--- config.mk ---
export PLATFORM = sky130hd
export DESIGN_NAME = ctl_shot
export DESIGN_NICKNAME = d
export VERILOG_FILES = /design/src/rtl/ctl_shot.sv
export SDC_FILE = /design/constraint.sdc
export NUM_CORES = 1
export LEC_CHECK = 0
export ABC_AREA = 1
export BUFFER_PORTS_ARGS = -buffer_cell sky130_fd_sc_hd__buf_4
export CAP_MARGIN = 20
export CORE_UTILIZATION = 50
export CTS_BUF_LIST = sky130_fd_sc_hd__clkbuf_2 sky130_fd_sc_hd__clkbuf_4 sky130_fd_sc_hd__clkbuf_8
export DETAILED_ROUTE_END_ITERATION = 10
export HOLD_SLACK_MARGIN = 0.05
export PLACE_DENSITY = 0.71
export SYNTH_ARGS = -nofsm -noshare
export SYNTH_HDL_FRONTEND = slang
export SYNTH_SLANG_ARGS = --single-unit
export TNS_END_PERCENT = 20
--- constraint.sdc ---
create_clock -name clk -period 8.8 [get_ports clk]
set_input_delay 2.2 -clock clk [delete_from_list [all_inputs] [get_ports clk]]
set_output_delay 2.2 -clock clk [all_outputs]
set_load 0.01 [all_outputs]
--- src/rtl/ctl_shot.sv ---
// ctl_shot: shot/hit controller for the duck game.
// Turns left-button clicks into shots, tests each shot against the duck
// bounding box, and tracks bullets per duck and the player score.
//
// Ports:
//   clk, rst              clock, synchronous active-high reset
//   game_start            single-cycle start/restart pulse
//   mouse_left            left button level (already synchronous to clk)
//   mouse_x, mouse_y      cursor position (12 bits)
//   duck_x, duck_y        duck top-left corner (10 bits)
//   duck_show, duck_hit   duck visible / duck falling, from duck controller
//   hit, shot             one-cycle pulses: shot landed / any accepted shot
//   bullets               remaining bullets for the current duck
//   score                 ducks hit since game_start, saturating
//   out_of_ammo           magazine empty, game over

module ctl_shot #(
  parameter int unsigned DUCK_W   = 64,
  parameter int unsigned DUCK_H   = 64,
  parameter int unsigned MAG_SIZE = 3,
  parameter int unsigned SCORE_W  = 8
) (
  input  logic               clk,
  input  logic               rst,
  input  logic               game_start,
  input  logic               mouse_left,
  input  logic [11:0]        mouse_x,
  input  logic [11:0]        mouse_y,
  input  logic [9:0]         duck_x,
  input  logic [9:0]         duck_y,
  input  logic               duck_show,
  input  logic               duck_hit,
  output logic               hit,
  output logic               shot,
  output logic [2:0]         bullets,
  output logic [SCORE_W-1:0] score,
  output logic               out_of_ammo
);

  localparam int unsigned CW = 12;

  typedef enum logic [2:0] {
    S_IDLE,
    S_ARMED,
    S_EVAL,
    S_FALLING,
    S_EMPTY
  } state_t;

  state_t             r_state;
  logic               r_mouse_left_q;
  logic [CW-1:0]      r_sx;
  logic [CW-1:0]      r_sy;
  logic               r_hit;
  logic               r_shot;
  logic [2:0]         r_bullets;
  logic [SCORE_W-1:0] r_score;
  logic               r_out_of_ammo;

  logic               w_click;
  logic [CW-1:0]      w_x_lo;
  logic [CW-1:0]      w_x_hi;
  logic [CW-1:0]      w_y_lo;
  logic [CW-1:0]      w_y_hi;
  logic               w_in_box;
  logic               w_can_fire;

  // Rising edge of the button: a held button yields a single click.
  assign w_click    = mouse_left & ~r_mouse_left_q;
  assign w_can_fire = w_click & duck_show & ~duck_hit;

  // Box edges widened to 12 bits so a duck near x=1023 does not wrap.
  assign w_x_lo   = CW'(duck_x);
  assign w_y_lo   = CW'(duck_y);
  assign w_x_hi   = CW'(duck_x) + CW'(DUCK_W - 1);
  assign w_y_hi   = CW'(duck_y) + CW'(DUCK_H - 1);
  assign w_in_box = (r_sx >= w_x_lo) && (r_sx <= w_x_hi) &&
                    (r_sy >= w_y_lo) && (r_sy <= w_y_hi);

  // Game FSM with registered outputs; game_start overrides every state.
  always_ff @(posedge clk) begin
    if (rst) begin
      r_state        <= S_IDLE;
      r_mouse_left_q <= 1'b0;
      r_sx           <= '0;
      r_sy           <= '0;
      r_hit          <= 1'b0;
      r_shot         <= 1'b0;
      r_bullets      <= '0;
      r_score        <= '0;
      r_out_of_ammo  <= 1'b0;
    end else begin
      r_mouse_left_q <= mouse_left;
      r_hit          <= 1'b0;
      r_shot         <= 1'b0;

      if (game_start) begin
        // Restart discards any pending shot and any coincident click.
        r_state       <= S_ARMED;
        r_bullets     <= 3'(MAG_SIZE);
        r_score       <= '0;
        r_out_of_ammo <= 1'b0;
      end else begin
        case (r_state)
          S_IDLE: begin
            r_state <= S_IDLE;
          end

          S_ARMED: begin
            if (w_can_fire) begin
              r_sx    <= mouse_x;
              r_sy    <= mouse_y;
              r_state <= S_EVAL;
            end
          end

          S_EVAL: begin
            r_shot <= 1'b1;
            if (w_in_box) begin
              r_hit   <= 1'b1;
              r_score <= (r_score == {SCORE_W{1'b1}}) ? r_score
                                                      : r_score + SCORE_W'(1);
              r_state <= S_FALLING;
            end else begin
              r_bullets <= r_bullets - 3'd1;
              if (r_bullets == 3'd1) begin
                r_out_of_ammo <= 1'b1;
                r_state       <= S_EMPTY;
              end else begin
                r_state <= S_ARMED;
              end
            end
          end

          S_FALLING: begin
            // Duck gone from screen: the next duck gets a full magazine.
            if (!duck_show) begin
              r_bullets <= 3'(MAG_SIZE);
              r_state   <= S_ARMED;
            end
          end

          S_EMPTY: begin
            r_state <= S_EMPTY;
          end

          default: begin
            r_state <= S_IDLE;
          end
        endcase
      end
    end
  end

  assign hit         = r_hit;
  assign shot        = r_shot;
  assign bullets     = r_bullets;
  assign score       = r_score;
  assign out_of_ammo = r_out_of_ammo;

endmodule

==> results_dict.tcl <==
set metrics [dict create \
    synth.cell_area_um2 3230 \
    status "finished clean" \
    start_util_pct 53.2 \
    wl_per_cell_um 11.7 \
    ys_ff_latch 42 \
    synth_fp_nets 558 \
    setup_violations 0 \
    clkLatencyLatePin_ns 0.30 \
    crit_start "duck_x[0]" \
    numCtsBuffers 5 \
    yosys_most_used_dff "dfxtp_1" \
    routed_wl_mm 7.00 \
    hold_buffers 0 \
    grt_pass1_vias 2835 \
    num_vias 3013 \
    io_pins 64 \
    fin_nets 620 \
    multiInputGateArea_um2 1990 \
    synthArstFlopShare_pct 0 \
    irDropWorstVdd_mv 0.0881 \
    slew_headroom_pct 49.0 \
    grt_pass1_wl_mm 12.0 \
    finalClockSkew_ns 0.0130 \
    synth-edff-count 0 \
    path_cells "buf_4, inv_1, ha_1, nand3_1, nor3_1, nor3_1, xor2_1, ha_1, nand2_1, inv_1, nand2_1, nor2_2, nand4_1, nand2_2, nand3_4, nor2_8, nand3_4, nand2_1, a21oi_1" \
    antenna_cells 0 \
    crit_fanout 10 \
    yosysMostFrequentCell "inv_1" \
    syn_area_per_cell_um2 7.00 \
    grtUsageTotal_pct 22.7 \
    p_per_area_nw_per_um2 111 \
    timing.critical_path.required_ns 8.96 \
    synthTopCellsByCount "inv_1 (92), nand2_1 (82), a21oi_1 (50), ha_1 (47), dfxtp_1 (42)" \
    place_congestion 0.853 \
    startpoint_type "input port" \
    syn_to_final_growth_pct 20.0 \
    drive_above_1_share_pct 16.4 \
    grt_remaining_overflow 0 \
    hold_start "out_of_ammo" \
    hold_violations 0 \
    drv_slew 0 \
    crit_type "input port to flip-flop" \
    path_common_cell "nand2_1" \
    ys_warn_count 0 \
    yosysTopAreaCellShare_pct 26.1 \
    fin_setup_tns_ns 0 \
    ant_nets 0 \
    coreArea_um2 6060 \
    cts_setup_buffers 0 \
    worstHoldPathCells 2 \
    path_clk_slew_ns 0.09 \
    die_x_um 82.3 \
    p_leak_nw 2.13 \
    cts_sinks 42 \
    ys_types 29 \
    syn_inst 461 \
    drt_iter0_markers 62 \
    cts-root-buf "clkbuf_8" \
    dr.pass1.iters 4 \
    arrival_ns 4.72 \
    hpwl_mm 5.48 \
    r2r_cells 12 \
    period_needed_ns 4.56 \
    cp_slowest_stage_delay_ns 0.29 \
    fin_crit_sh_pct 51.9 \
    cts_tree "built" \
    viasPerCell 5.03 \
    synth_area_leaders "dfxtp_1 (26%), ha_1 (18%), inv_1 (11%)" \
    port_buffers 63 \
    die_y_um 82.3 \
    drv_cap 0 \
    antenna_found_initial 0 \
    grt_max_degree 37 \
    r2r_start "r_sy[0]" \
    post_cts_resized 0 \
    post-route-util_pct 63.9 \
    fp-row-count 28 \
    synth_top_area_cell "dfxtp_1" \
    clockBufferDepth 2 \
    yosysSeqAreaShare_pct 26.1 \
    instances_no_fill 599 \
    fill_cells 581 \
    dp.cells 591 \
    hold_path.class "flip-flop to flip-flop" \
    endpoint_kind "flip-flop" \
    rsz0062_at_grt "no" \
    cp_slowest_cell "ha_1" \
    max_freq_mhz 219 \
    dieArea_um2 6780 \
    drc 0 \
    h-tree-depth 2 \
    seq_area_um2 841 \
    tightest_slew_ns 0.764 \
]
final cells by class:
| cell class | instances | area share, % |
|---|---|---|
| Multi-Input combinational cell | 315 | 51.3 |
| Sequential cell | 42 | 21.7 |
| Timing Repair Buffer | 64 | 12.4 |
| Inverter | 95 | 9.21 |
| Tap cell | 75 | 2.42 |
| Clock buffer | 5 | 1.78 |
| Clock inverter | 3 | 1.16 |
cell usage in the layout (no fill, tap or decap), drive strengths merged:
cell type,n
nand3b,1
dfxtp,42
o21ai,28
and3,1
xnor2,6
nor4,1
inv,94
clkbuf,5
clkinvlp,2
o21bai,1
ha,47
bufinv,1
a311oi,1
xor2,17
nor2,25
nor3,10
clkinv,1
nand2,86
nand3,21
or2,1
nand4,17
a21oi,50
nor3b,2
buf,64
path summary, 6_finish.rpt:
check / end / slack (ns)
min reg2reg: out_of_ammo / 0.47
max: score[5] / 4.24
min: out_of_ammo / 0.47
max reg2reg: score[5] / 6.81
per-layer routing:
| metal | track usage, % | wire, µm |
|---|---|---|
| met3 | 3.63 | 240 |
| met1 | 28.3 | 3420 |
| met5 | 0 | 0 |
| met4 | 8.25 | 97 |
| met2 | 39.1 | 3240 |
stage by stage:
stage	hold WS (ns)	power, mW	setup WS (ns)	instance area, µm²
6_report	0.468	0.429	4.24	3870
3_5_place_dp	0.451	0.276	3.91	3760
4_1_cts	0.471	0.434	4.23	3870
3_3_place_gp	0.441	0.275	3.96	3760
5_1_grt	0.490	0.453	4.00	3870
2_1_floorplan	0.470	0.245	4.44	3230
flip-flops by register name (all words and copies together), names as in the netlist:
signal,count
r_sx,12
bullets,3
out_of_ammo,1
r_state,3
score,8
hit,1
r_mouse_left_q,1
shot,1
r_sy,12
kinds of logic after synthesis:
group                      Yosys count  synth area share, %
and+or+nand+nor                    165                 24.5
buffers and inverters              104                 12.3
AOI/OAI and AO/OA                   80                 12.6
adders and majority gates           47                 18.2
DFF                                 42                 26.1
xor gates and xnor gates            23                 6.24
worst max-delay path: cells and delay by family:
family	cells	cell delay [ns]
simple gates	12	1.50
buf+inv	3	0.28
xor+xnor	1	0.16
fa+ha+maj	2	0.50
compound gates	1	0.06
power by group:
part	switching [mW]	internal [mW]
Sequential	0.00239	0.193
Combinational	0.0412	0.0355
Clock	0.0722	0.0845
Total	0.116	0.313
No activity file was read; power rests on OpenSTA's default activity.
